$ cat src/rtl/fetch_pkg.sv
// Shared constants and types for the instruction-fetch stage.
package fetch_pkg;

    localparam logic [31:0] INST_NOP         = 32'h0000_0000;
    localparam logic [31:0] DEFAULT_RESET_PC = 32'h0000_0000;

    // Stale responses can pile up across back-to-back redirects, so the drop counter is wider than the fetch cap.
    localparam int DISCARD_W = 8;

    typedef struct packed {
        logic [31:0] pc;
        logic [31:0] inst;
    } fetch_entry_t;

    function automatic int cnt_width(input int depth);
        return $clog2(depth + 1);
    endfunction

endpackage

$ cat src/rtl/fetch_if.sv
// Instruction-memory request/response bus between the fetch stage (master) and the memory (slave).
interface fetch_if;

    logic        imem_req;
    logic [31:0] imem_addr;
    logic        imem_gnt;
    logic        imem_rvalid;
    logic [31:0] imem_rdata;

    modport master (
        output imem_req, imem_addr,
        input  imem_gnt, imem_rvalid, imem_rdata
    );

    modport slave (
        input  imem_req, imem_addr,
        output imem_gnt, imem_rvalid, imem_rdata
    );

endinterface

$ cat src/rtl/fetch_fifo.sv
// Small circular FIFO with synchronous clear; pop is applied before push so a full FIFO accepts push+pop.
module fetch_fifo
    import fetch_pkg::*;
#(
    parameter int  DEPTH   = 2,
    parameter type entry_t = fetch_entry_t
) (
    input  logic                       clk,
    input  logic                       rst_n,
    input  logic                       clr,
    input  logic                       push,
    input  entry_t                     push_data,
    input  logic                       pop,
    output entry_t                     head,
    output logic [$clog2(DEPTH+1)-1:0] count
);

    localparam int PTR_W = (DEPTH > 1) ? $clog2(DEPTH) : 1;
    localparam int CNT_W = $clog2(DEPTH + 1);

    entry_t           mem_q [DEPTH];
    logic [PTR_W-1:0] wr_ptr_q, wr_ptr_d;
    logic [PTR_W-1:0] rd_ptr_q, rd_ptr_d;
    logic [CNT_W-1:0] count_q, count_d;
    logic             push_en, pop_en;

    function automatic logic [PTR_W-1:0] ptr_inc(input logic [PTR_W-1:0] p);
        return (p == PTR_W'(DEPTH - 1)) ? '0 : p + PTR_W'(1);
    endfunction

    assign pop_en  = pop && (count_q != '0);
    assign push_en = push && ((count_q != CNT_W'(DEPTH)) || pop_en);
    assign head    = mem_q[rd_ptr_q];
    assign count   = count_q;

    // NOTE: every _d gets its hold value first, so no branch can leave it undriven and infer a latch.
    always_comb begin
        wr_ptr_d = wr_ptr_q;
        rd_ptr_d = rd_ptr_q;
        count_d  = count_q;
        if (clr) begin
            wr_ptr_d = '0;
            rd_ptr_d = '0;
            count_d  = '0;
        end else begin
            if (push_en) wr_ptr_d = ptr_inc(wr_ptr_q);
            if (pop_en)  rd_ptr_d = ptr_inc(rd_ptr_q);
            case ({push_en, pop_en})
                2'b10:   count_d = count_q + CNT_W'(1);
                2'b01:   count_d = count_q - CNT_W'(1);
                default: count_d = count_q;
            endcase
        end
    end

    // NOTE: the storage array has no reset; pointers and count alone decide which entries are live.
    always_ff @(posedge clk) begin
        if (push_en && !clr) mem_q[wr_ptr_q] <= push_data;
    end

    // NOTE: non-blocking assignments so every flop samples pre-edge values regardless of block order.
    always_ff @(posedge clk or negedge rst_n) begin
        if (!rst_n) begin
            wr_ptr_q <= '0;
            rd_ptr_q <= '0;
            count_q  <= '0;
        end else begin
            wr_ptr_q <= wr_ptr_d;
            rd_ptr_q <= rd_ptr_d;
            count_q  <= count_d;
        end
    end

endmodule

$ cat src/rtl/fetch_unit.sv
// Instruction-fetch stage: owns the PC, issues in-order imem requests, presents one {pc, inst} per cycle.
// Define FETCH_PERF_EN to add bubble_cnt_o, a saturating count of unstalled bubble cycles.
module fetch_unit
    import fetch_pkg::*;
#(
    parameter logic [31:0] RESET_PC  = DEFAULT_RESET_PC,
    parameter int          BUF_DEPTH = 2,
    parameter int          PC_STEP   = 4
) (
    input  logic        clk_i,
    input  logic        rst_n_i,
    input  logic        stall_i,
    input  logic        redirect_i,
    input  logic [31:0] redirect_pc_i,
    fetch_if.master     imem,
    output logic        valid_o,
    output logic [31:0] pc_o,
    output logic [31:0] inst_o
`ifdef FETCH_PERF_EN
    ,
    output logic [31:0] bubble_cnt_o
`endif
);

    localparam int CNT_W = cnt_width(BUF_DEPTH);

    logic [1:0]           rst_sync_q, rst_sync_d;
    logic                 rst_n;
    logic [31:0]          fetch_pc_q, fetch_pc_d;
    logic [DISCARD_W-1:0] discard_q, discard_d;
    logic [CNT_W-1:0]     fifo_count, pcq_count;
    logic [CNT_W:0]       inflight;
    logic                 issue, resp_drop, resp_keep, pop;
    fetch_entry_t         fifo_head, fifo_push_data;
    logic [31:0]          pcq_head;

    // Reset asserts asynchronously but releases on a clock edge for everything downstream.
    assign rst_sync_d = {rst_sync_q[0], 1'b1};
    always_ff @(posedge clk_i or negedge rst_n_i) begin
        if (!rst_n_i) rst_sync_q <= '0;
        else          rst_sync_q <= rst_sync_d;
    end
    assign rst_n = rst_sync_q[1];

    // Live in-flight fetches (pc queue occupancy) plus buffered words never exceed BUF_DEPTH.
    assign inflight       = {1'b0, pcq_count} + {1'b0, fifo_count};
    assign imem.imem_req  = rst_n && !redirect_i && (inflight < (CNT_W+1)'(BUF_DEPTH));
    assign imem.imem_addr = fetch_pc_q;

    assign issue     = imem.imem_req && imem.imem_gnt;
    assign resp_drop = imem.imem_rvalid && (discard_q != '0);
    assign resp_keep = imem.imem_rvalid && (discard_q == '0);
    assign pop       = valid_o && !stall_i;

    assign fifo_push_data = '{pc: pcq_head, inst: imem.imem_rdata};

    fetch_fifo #(.DEPTH(BUF_DEPTH), .entry_t(fetch_entry_t)) u_data_fifo (
        .clk       (clk_i),
        .rst_n     (rst_n),
        .clr       (redirect_i),
        .push      (resp_keep),
        .push_data (fifo_push_data),
        .pop       (pop),
        .head      (fifo_head),
        .count     (fifo_count)
    );

    fetch_fifo #(.DEPTH(BUF_DEPTH), .entry_t(logic [31:0])) u_pc_queue (
        .clk       (clk_i),
        .rst_n     (rst_n),
        .clr       (redirect_i),
        .push      (issue),
        .push_data (imem.imem_addr),
        .pop       (resp_keep),
        .head      (pcq_head),
        .count     (pcq_count)
    );

    assign valid_o = (fifo_count != '0);

    always_comb begin
        pc_o   = '0;
        inst_o = INST_NOP;
        if (valid_o) begin
            pc_o   = fifo_head.pc;
            inst_o = fifo_head.inst;
        end
    end

    always_comb begin
        fetch_pc_d = fetch_pc_q;
        discard_d  = discard_q;
        if (redirect_i) begin
            fetch_pc_d = redirect_pc_i;
            // Everything still in flight turns stale; a response landing this cycle is one of them.
            discard_d  = discard_q + DISCARD_W'(pcq_count) + DISCARD_W'(issue)
                         - DISCARD_W'(imem.imem_rvalid);
        end else begin
            if (issue)     fetch_pc_d = fetch_pc_q + 32'(PC_STEP);
            if (resp_drop) discard_d  = discard_q - DISCARD_W'(1);
        end
    end

    always_ff @(posedge clk_i or negedge rst_n) begin
        if (!rst_n) begin
            fetch_pc_q <= RESET_PC;
            discard_q  <= '0;
        end else begin
            fetch_pc_q <= fetch_pc_d;
            discard_q  <= discard_d;
        end
    end

`ifdef FETCH_PERF_EN
    logic [31:0] bubble_cnt_q, bubble_cnt_d;

    always_comb begin
        bubble_cnt_d = bubble_cnt_q;
        if (!valid_o && !stall_i && (bubble_cnt_q != 32'hFFFF_FFFF))
            bubble_cnt_d = bubble_cnt_q + 32'd1;
    end

    always_ff @(posedge clk_i or negedge rst_n) begin
        if (!rst_n) bubble_cnt_q <= '0;
        else        bubble_cnt_q <= bubble_cnt_d;
    end

    assign bubble_cnt_o = bubble_cnt_q;
`endif

endmodule

$ cat src/flat_wrapper.sv
// flat-port wrapper written by rule: the top's interface ports become plain ports
module fetch_unit_flat import fetch_pkg::*;
#(
    parameter logic [31:0] RESET_PC  = DEFAULT_RESET_PC,
    parameter int          BUF_DEPTH = 2,
    parameter int          PC_STEP   = 4
)
  (clk_i, rst_n_i, stall_i, redirect_i, redirect_pc_i, valid_o, pc_o, inst_o, imem_imem_req, imem_imem_addr, imem_imem_gnt, imem_imem_rvalid, imem_imem_rdata);
  fetch_if imem_i ();
  input  logic clk_i;
  input  logic rst_n_i;
  input  logic stall_i;
  input  logic redirect_i;
  input  logic [31:0] redirect_pc_i;
  output logic valid_o;
  output logic [31:0] pc_o;
  output logic [31:0] inst_o;
  output wire logic [$bits(imem_i.imem_req)-1:0] imem_imem_req;
  output wire logic [$bits(imem_i.imem_addr)-1:0] imem_imem_addr;
  input wire logic [$bits(imem_i.imem_gnt)-1:0] imem_imem_gnt;
  input wire logic [$bits(imem_i.imem_rvalid)-1:0] imem_imem_rvalid;
  input wire logic [$bits(imem_i.imem_rdata)-1:0] imem_imem_rdata;
  assign imem_imem_req = imem_i.imem_req;
  assign imem_imem_addr = imem_i.imem_addr;
  assign imem_i.imem_gnt = imem_imem_gnt;
  assign imem_i.imem_rvalid = imem_imem_rvalid;
  assign imem_i.imem_rdata = imem_imem_rdata;
  fetch_unit #(.RESET_PC(RESET_PC), .BUF_DEPTH(BUF_DEPTH), .PC_STEP(PC_STEP)) u_core (.clk_i(clk_i), .rst_n_i(rst_n_i), .stall_i(stall_i), .redirect_i(redirect_i), .redirect_pc_i(redirect_pc_i), .imem(imem_i), .valid_o(valid_o), .pc_o(pc_o), .inst_o(inst_o));
endmodule
$ cat config.mk
export PLATFORM = sky130hd
export DESIGN_NAME = fetch_unit_flat
export DESIGN_NICKNAME = d
export VERILOG_FILES = /design/src/rtl/fetch_pkg.sv /design/src/rtl/fetch_if.sv /design/src/rtl/fetch_fifo.sv /design/src/rtl/fetch_unit.sv /design/src/flat_wrapper.sv
export SDC_FILE = /design/constraint.sdc
export NUM_CORES = 1
export LEC_CHECK = 0
export CAP_MARGIN = 20
export CORE_UTILIZATION = 55
export DETAILED_ROUTE_END_ITERATION = 12
export DONT_BUFFER_PORTS = 1
export PLACE_DENSITY = 0.77
export SLEW_MARGIN = 10
export SYNTH_ARGS = -nofsm -noshare
export SYNTH_HDL_FRONTEND = slang
export SYNTH_SLANG_ARGS = --single-unit
$ cat constraint.sdc
create_clock -name clk_i -period 1.9 [get_ports clk_i]
set_clock_uncertainty 0.05 [all_clocks]
set_input_delay 0.19 -clock clk_i [delete_from_list [all_inputs] [get_ports clk_i]]
set_output_delay 0.19 -clock clk_i [all_outputs]
set_load 0.01 [all_outputs]
==> results of run 1 <==
-- per-stage QoR --
| stage | power (mW) | hold slack (ns) | TNS, ns | cells | area (um^2) |
|---|---|---|---|---|---|
| 2_1_floorplan | 7.67 | -0.156 | -295.58 | 761 | 10600 |
| 3_3_place_gp | 8.53 | -0.155 | -114.42 | 1071 | 11800 |
| 3_5_place_dp | 8.61 | -0.155 | -128.77 | 1071 | 11800 |
| 4_1_cts | 13.5 | 0.00111 | -120.12 | 1224 | 14200 |
| 5_1_grt | 14.2 | 0.00327 | -149.93 | 1227 | 14200 |
| 6_report | 13.7 | 0.00394 | -131.06 | 1228 | 14300 |
-- layout by cell type, fill, tap and decap left out, types with 4 or more instances in the layout --
cell type | Yosys | routed
nand4_1 | 13 | 13
ha_4 | 0 | 5
o21ai_1 | 2 | 5
buf_8 | 0 | 4
a31oi_1 | 6 | 5
inv_1 | 20 | 13
and2_1 | 8 | 5
ha_1 | 15 | 10
o21ai_0 | 29 | 23
nor2_4 | 0 | 5
a21oi_1 | 12 | 10
inv_2 | 1 | 7
buf_6 | 1 | 18
buf_4 | 3 | 92
mux2_2 | 34 | 34
o311ai_1 | 5 | 5
nor3_1 | 13 | 10
nor4_1 | 11 | 10
dfrtp_1 | 50 | 48
a221o_1 | 10 | 10
clkinv_1 | 0 | 5
nor2_1 | 90 | 82
xnor2_1 | 12 | 11
nor3b_1 | 6 | 5
nand3_1 | 20 | 19
clkbuf_16 | 0 | 25
nand2_1 | 37 | 37
o311ai_0 | 6 | 4
mux2i_1 | 68 | 68
buf_12 | 0 | 25
edfxtp_1 | 192 | 192
and2_4 | 0 | 4
and3_1 | 4 | 4
dlygate4sd3_1 | 0 | 74
clkbuf_1 | 17 | 6
buf_16 | 0 | 12
-- routing by layer --
metal	vias to the layer above	track usage	share of wire
met4	0	0.116	0.033
li1	3300	-	-
met1	3738	0.361	0.37
met2	426	0.547	0.52
met5	-	0	0
met3	83	0.0578	0.078
-- flip-flops by register name, indices dropped and copies added (netlist names) --
name / flops
u_core.rst_sync_q: 2
u_core.u_pc_queue.wr_ptr_q: 1
u_core.u_pc_queue.rd_ptr_q: 1
u_core.u_data_fifo.count: 2
u_core.u_data_fifo.mem_q: 128
u_core.imem.imem_addr: 32
u_core.discard_q: 8
u_core.u_pc_queue.count: 2
u_core.u_data_fifo.wr_ptr_q: 1
u_core.u_pc_queue.mem_q: 64
u_core.u_data_fifo.rd_ptr_q: 1
-- layout make-up --
| type | count | share of cell area |
|---|---|---|
| clock buffer | 33 | 0.0474 |
| clock inverter | 11 | 0.00562 |
| antenna | 3 | 0.000527 |
| sequential | 242 | 0.493 |
| inverter | 21 | 0.00571 |
| tap | 234 | 0.0205 |
| multi-input combinational | 458 | 0.248 |
| timing repair buffer | 226 | 0.179 |
-- worst min path at each step --
stage	from	endpoint	slack, ns	depth (start not counted)
2_1_floorplan	rst_n_i	u_core.rst_sync_q[0]	-0.16	0
3_3_place_gp	rst_n_i	u_core.rst_sync_q[0]	-0.16	0
5_1_grt	stall_i	u_core.u_data_fifo.count[0]	0.003	3
3_5_place_dp	rst_n_i	u_core.rst_sync_q[0]	-0.16	0
6_report	imem_imem_rvalid	u_core.discard_q[1]	0.004	3
4_1_cts	stall_i	u_core.u_data_fifo.count[0]	0.001	3
-- power by group --
group,leakage [nW],switching (mW),internal (mW),total [mW]
registers,2.35,0.133,5.95,6.08
clock network,0.368,1.97,2.62,4.60
logic,2.38,1.48,1.54,3.01
total,5.09,3.58,10.1,13.7
-- critical path, cell delays in order, from the launching register on --
cell,delay (ns)
dfrtp_1,0.38
and2_4,0.16
fa_1,0.49
nor4b_4,0.26
and2_4,0.20
inv_4,0.04
ha_4,0.21
fa_2,0.39
fa_2,0.37
nor2b_2,0.14
o21a_1,0.16
a2111oi_4,0.06
xnor2_1,0.15
mux2i_1,0.08
-- cell families after synthesis --
| logic type | synth area share |
|---|---|
| fa+ha+maj | 0.0236 |
| simple gates | 0.109 |
| compound gates | 0.0623 |
| other cells | 0.000357 |
| flops | 0.668 |
| buf+inv | 0.0243 |
| xor+xnor | 0.0117 |
| mux | 0.101 |
-- repair_timing --
item,4_1_cts,5_1_grt
gates resized for setup,81,14
setup buffers,23,2
endpoints found under the setup margin,298,300
hold buffers,75,0
endpoints found under the hold margin,114,0
gates cloned,12,0
pin swaps,18,9
-- cells in the mapped netlist (8+ instances only) --
master	number
nor3_1	13
mux2_2	34
a221o_1	10
xnor2_1	12
inv_1	20
nor2_1	90
ha_1	15
mux2i_1	68
clkbuf_1	17
o21ai_0	29
nand3_1	20
buf_1	13
nor4_1	11
a21oi_1	12
and2_1	8
dfrtp_1	50
edfxtp_1	192
nand2_1	37
nand4_1	13
==> summary.txt, run 1 <==
Placed design
  – Gpl congestion: 0.881
  – Final HPWL DP: 16700 um
  – Place WS: -1.39 ns
  – Port Buffer Count: 0

Die
  – Die area: 0.0197 mm^2
  – Core Box Area: 0.0187 mm^2
  – Starting density of the core: 0.562
  – Horiz. Die Dim: about 140 um
  – Io pins: 168
  – Site Rows: 50
  – Die Span Y: between 100 and 150 um

Clock network
  – Clk root buf: clkbuf_16
  – Reg clk slew, reported paths: 0.07 ns
  – CTS Buf Count: 24
  – CTS tree: yes
  – Later-pin clock latency in the skew report: between 0.5 and 0.6 ns
  – Sink Count: 242
  – Depth of the CTS H-tree: 1
  – Clock Path Buffers: 3

Global routing
  – GRT Residual Overflow: 0
  – GRT Total Usage: 0.304
  – Number of global-route vias before repair: 7822
  – Largest net degree at the start of global routing: 55
  – Initial antenna violation count: 2
  – First-pass GRT wire length: roughly 45000 um

Layout
  – Seq. cell area: between 0.007 and 0.008 mm^2
  – Layout cells sized above 1: 0.281
  – FILL cells: 1020
  – Final nets: 1061
  – Layout Area Growth over Synthesis: 35.6%
  – Multi-input gate area: 0.00354 mm^2
  – Post-route core utilization: 0.762

STA
  – RSZ-0062 raised after global routing: yes
  – Minimum clock period after layout: 3.28 ns
  – Worst slew margin: 0.552
  – Fin crit share: 1.73
  – Fin. max-slew vios: 0
  – PnR worst setup slack: -1.38 ns
  – Worst Tran Pin Value: about 0.67 ns
  – Final Hold Vio Count: 0
  – # setup viols final: 300
  – F_max: 0.305 GHz

Routing
  – Initial DRC count: between 800 and 900
  – Via count: ~7500
  – WL/cell: 24.2 um
  – DRT Pass-1 Iters: 6
  – Via density: 6.15
  – DR DRC count: 0
  – Routed WL: ~30000 um
  – Antenna Nets Post-Route: 0

Yosys
  – Yosys reg bits: 242
  – Async set-or-reset flop fraction in the synthesized netlist: 0.207
  – Area share of the largest cell type after synthesis: 0.549
  – Ys flop type: edfxtp_1
  – Seq/Total Area, Yosys: 0.668
  – Mean Syn Cell Area: ~14 um^2
  – Synth area leaders: edfxtp_1 (55%), dfrtp_1 (12%), mux2i_1 (6.5%)
  – Synth cell types: 62
  – Mapped Area: ~0.011 mm^2
  – Cells after Synth: 761
  – Number of synthesized flops with an enable pin: 192
  – Number of synthesis warnings: 0
  – Cell accounting for the most synthesized area: edfxtp_1
  – Post-synth net total: 849

Worst setup path
  – Start of the worst register-to-register path: u_core.u_pc_queue.count[0]
  – R2r worst-path depth: 13
  – Critical path startpoint category: flip-flop
  – Crit path DAT: roughly 3.6 ns
  – Worst Path Required: approximately 2.2 ns
  – Crit path max fanout: 2
  – CP Launch Point: u_core.u_pc_queue.count[0]
  – Setup CP Type: flip-flop to flip-flop
  – Flop2flop setup slack: -1.38 ns
  – Critical R2R Capture: u_core.discard_q[6]
  – Crit. End Element: flip-flop
  – Crit path to: u_core.discard_q[6]

Outcome
  – Failing checks: negative setup slack
  – Status: finished, violations left

Power
  – Worst VDD drop: ~0.90 mV
  – Leak: 5.09 nW
  – Pwr/cell area: between 900 and 1000 mW/mm^2

Flow run
  – Max Cap Viol: 0

Min path
  – Min-Delay Path Class: input pin to flip-flop
Power figures use the tool's default switching activity.
==> inputs of run 2 (changes only) <==
--- a/config.mk
+++ b/config.mk
@@ -13,4 +13,5 @@
 export SLEW_MARGIN = 10
 export SYNTH_ARGS = -nofsm -noshare
 export SYNTH_HDL_FRONTEND = slang
+export SYNTH_HIERARCHICAL = 1
 export SYNTH_SLANG_ARGS = --single-unit
==> summary.txt, run 2 <==
Placed design
  – Final HPWL DP: 15400 um (-8.1%)
  – Placed Area: 0.0119 mm^2 (+0.63%)
  – Place WS: -1.21 ns (+0.175 ns)
  – Gpl congestion: 0.855 (-2.9%)
  – Port Buffer Count: 0 (unchanged)

Worst setup path
  – CP cell instances: and2_4 -> fa_1 -> nor4b_4 -> nand2_2 -> fa_2 -> fa_2 -> nand2b_4 -> a21oi_4 -> o31a_1 -> o21ai_1 -> a31oi_1
  – Slowest cell on the critical path: fa_1
  – Crit. End Element: flip-flop
  – Crit path max fanout: 2 (unchanged)
  – Start of the worst register-to-register path: u_core/u_data_fifo/count[0]
  – Cell mode on critical path: fa_2
  – Worst Path Required: 2.28 ns (+0.05 ns)
  – Crit path DAT: 3.42 ns (-0.20 ns)
  – Critical path startpoint category: flip-flop
  – Setup CP Type: flip-flop to flip-flop
  – CP Launch Point: u_core/u_data_fifo/count[0]
  – CP peak stage delay: 0.48 ns (about the same)

Clock network
  – Clock Path Buffers: 3 (unchanged)
  – CTS Buf Count: 25 (+4.2%)
  – Depth of the CTS H-tree: 1 (unchanged)
  – CTS tree: yes
  – Clk root buf: clkbuf_16
  – Sink Count: 242 (unchanged)
  – Later-pin clock latency in the skew report: 0.54 ns (+0.02 ns)
  – # hold bufs at CTS: 90 (+20%)
  – Reg clk slew, reported paths: 0.06 ns (about the same)

Routing
  – Initial DRC count: 662 (-17%)
  – Routed WL: 30800 um (+3.9%)
  – Antenna Nets Post-Route: 0 (unchanged)
  – Via density: 6.02 (-2.1%)
  – DR DRC count: 0 (unchanged)
  – Via count: 7599 (+0.69%)
  – WL/cell: 24.4 um (+0.97%)
  – DRT Pass-1 Iters: 6 (unchanged)

Global routing
  – Initial antenna violation count: 0 (-2)
  – First-pass GRT wire length: 39900 um (-12%)
  – Number of global-route vias before repair: 7390 (-5.5%)
  – GRT Total Usage: 0.259 (-0.0446)
  – Largest net degree at the start of global routing: 75 (+36%)
  – GRT Residual Overflow: 0 (unchanged)

Layout
  – FILL cells: 974 (-4.5%)
  – Commonest non-fill, non-tap cell in the layout: edfxtp_1
  – Most flops, register: u_core/u_data_fifo/mem_q
  – Final nets: 1073 (+1.1%)
  – Layout cells sized above 1: 0.375 (+0.0944)
  – Layout Area Growth over Synthesis: 39.4%
  – Most frequent cells in the layout: edfxtp_1 (192), dlygate4sd3_1 (90), buf_4 (83), mux2_1 (64), and2_4 (63)
  – Fin area: 0.0151 mm^2 (+5.6%)
  – Antenna cells: 0 (-3)
  – Max FFs per register: 128 (unchanged)

Die
  – Core Box Area: 0.0190 mm^2 (+1.3%)
  – Die area: 0.0202 mm^2 (+2.7%)
  – Io pins: 168 (unchanged)
  – Horiz. Die Dim: 142 um (+1.4%)
  – Site Rows: 50 (unchanged)
  – Starting density of the core: 0.570 (+0.00796)
  – Die Span Y: 142 um (+1.4%)

Yosys
  – Synth area leaders: edfxtp_1 (53%), dfrtp_1 (12%), mux2_1 (6.7%)
  – Number of synthesized flops with an enable pin: 192 (unchanged)
  – Top post-synthesis cells by count: edfxtp_1 (192), and2_1 (67), mux2_1 (64)
  – Mapped Area: 0.0108 mm^2 (+2.8%)
  – Cell accounting for the most synthesized area: edfxtp_1
  – Yosys reg bits: 242 (unchanged)
  – Synth cell types: 70 (+13%)
  – Number of synthesis warnings: 6 (+6)
  – Async set-or-reset flop fraction in the synthesized netlist: 0.207 (unchanged)
  – Top-count cell post-synth: edfxtp_1
  – Post-synth net total: 842 (-0.82%)
  – Cells after Synth: 753 (-1.1%)
  – Area share of the largest cell type after synthesis: 0.534 (-0.0148)
  – Mean Syn Cell Area: 14.3 um^2 (+3.9%)
  – Ys flop type: edfxtp_1
  – Seq/Total Area, Yosys: 0.650 (-0.0180)

Outcome
  – Failing checks: negative hold slack, negative setup slack
  – Status: finished, violations left

Flow run
  – Max Cap Viol: 0 (unchanged)

STA
  – PnR worst setup slack: -1.15 ns (+0.237 ns)
  – F_max: 0.328 GHz (+7.8%)
  – # setup viols final: 299 (-0.33%)
  – Fin. max-slew vios: 0 (unchanged)
  – Hold Slack: -0.288 ns (-0.292 ns)
  – Worst Tran Pin Value: 0.684 ns (+0.0180 ns)
  – RSZ-0062 raised after global routing: yes
  – Worst slew margin: 0.544 (-0.00794)
  – Final Hold Vio Count: 34 (+34)
  – Minimum clock period after layout: 3.05 ns (-0.237 ns)
  – Fin crit share: 1.60 (-0.125)

Min path
  – Worst Min Path Start: redirect_i
  – Min-Delay Path Class: input pin to flip-flop

Power
  – Worst VDD drop: 1.02 mV (+13%)
  – Leak: 5.58 nW (+9.6%)
  – Pwr/cell area: 919 mW/mm^2 (-4.4%)
run 2: changes by cell type in the layout (fill, tap and decap cells not counted), moves of 11 or more:
cell and change:
buf_12 -11, and2_4 +59, dlygate4sd3_1 +16, mux2i_1 -67
mux2_1 +64, nor2_1 -59, clkbuf_16 +17, o21ai_0 -15
run 2: path summary, 6_finish.rpt:
check                           cells after the start  slack [ns]                           to
worst max-delay path                               11       -1.15          u_core/discard_q[6]
worst min-delay path                                1       -0.29          u_core/discard_q[4]
worst max register to register                     11       -1.15          u_core/discard_q[6]
worst min register to register                      0        0.31         u_core/rst_sync_q[1]
max in group asynchronous                           1        0.82  u_core/u_data_fifo/rd_ptr_q
min in group asynchronous                           2        0.37         u_core/rst_sync_q[0]
run 2: metrics by stage:
step / std cells / setup TNS, ns / utilization / power (mW)
finish: 1263 / -145.92 / 0.794 / 13.8
global route: 1263 / -168.09 / 0.794 / 14.3
CTS: 1215 / -117.55 / 0.742 / 13.5
detailed placement: 1063 / -104.22 / 0.625 / 8.27
global placement: 1063 / -89.72 / 0.625 / 8.16
floorplan: 753 / -299.16 / - / 7.51
run 2: timing repair:
item | 4_1_cts | 5_1_grt
hold endpoints to repair | 114 | 59
endpoints found under the setup margin | 299 | 300
pin swaps | 14 | 22
gates cloned | 7 | 25
gates resized for setup | 58 | 103
setup buffers | 9 | 27
run 2: cell families (layout without fill, tap and decap cells):
family                     after synthesis  in the layout  share of synthesized area
adders and majority gates               19             19                     0.0241
xor gates and xnor gates                13             13                     0.0105
buffers and inverters                   60            309                     0.0269
AOI/OAI and AO/OA                       93             93                     0.0613
and+or+nand+nor                        223            224                      0.121
DFF                                    242            242                      0.650
other                                    1              1                   0.000347
muxes                                  102            102                      0.106
run 2: per-layer routing:
metal / GRT usage / share of wire / vias to the layer above
met5: 0 / 0 / -
met4: 0.119 / 0.036 / 0
met3: 0.0394 / 0.077 / 103
met2: 0.452 / 0.50 / 463
met1: 0.319 / 0.38 / 3748
li1: - / - / 3285
run 2: where the power goes:
| part | leakage, nW | switching (mW) | internal [mW] | total (mW) |
|---|---|---|---|---|
| sequential | 2.34 | 0.146 | 5.92 | 6.07 |
| clock | 0.409 | 2.00 | 3.00 | 5.00 |
| combinational | 2.83 | 1.38 | 1.39 | 2.77 |
run 2: critical path: cells and delay by family (launching register included):
| kind | cells | cell delay (ns) |
|---|---|---|
| AOI/OAI and AO/OA | 4 | 0.58 |
| and+or+nand+nor | 4 | 0.69 |
| DFF | 1 | 0.41 |
| adders and majority gates | 3 | 1.22 |
run 2: layout make-up:
type	count	area (um^2)	area share
Inverter	25	106	0.00706
Tap cell	260	325	0.0216
Multi-Input combinational cell	452	4020	0.267
Clock buffer	37	711	0.0472
Sequential cell	242	7020	0.466
Timing Repair Buffer	238	2740	0.182
Clock inverter	9	126	0.00839
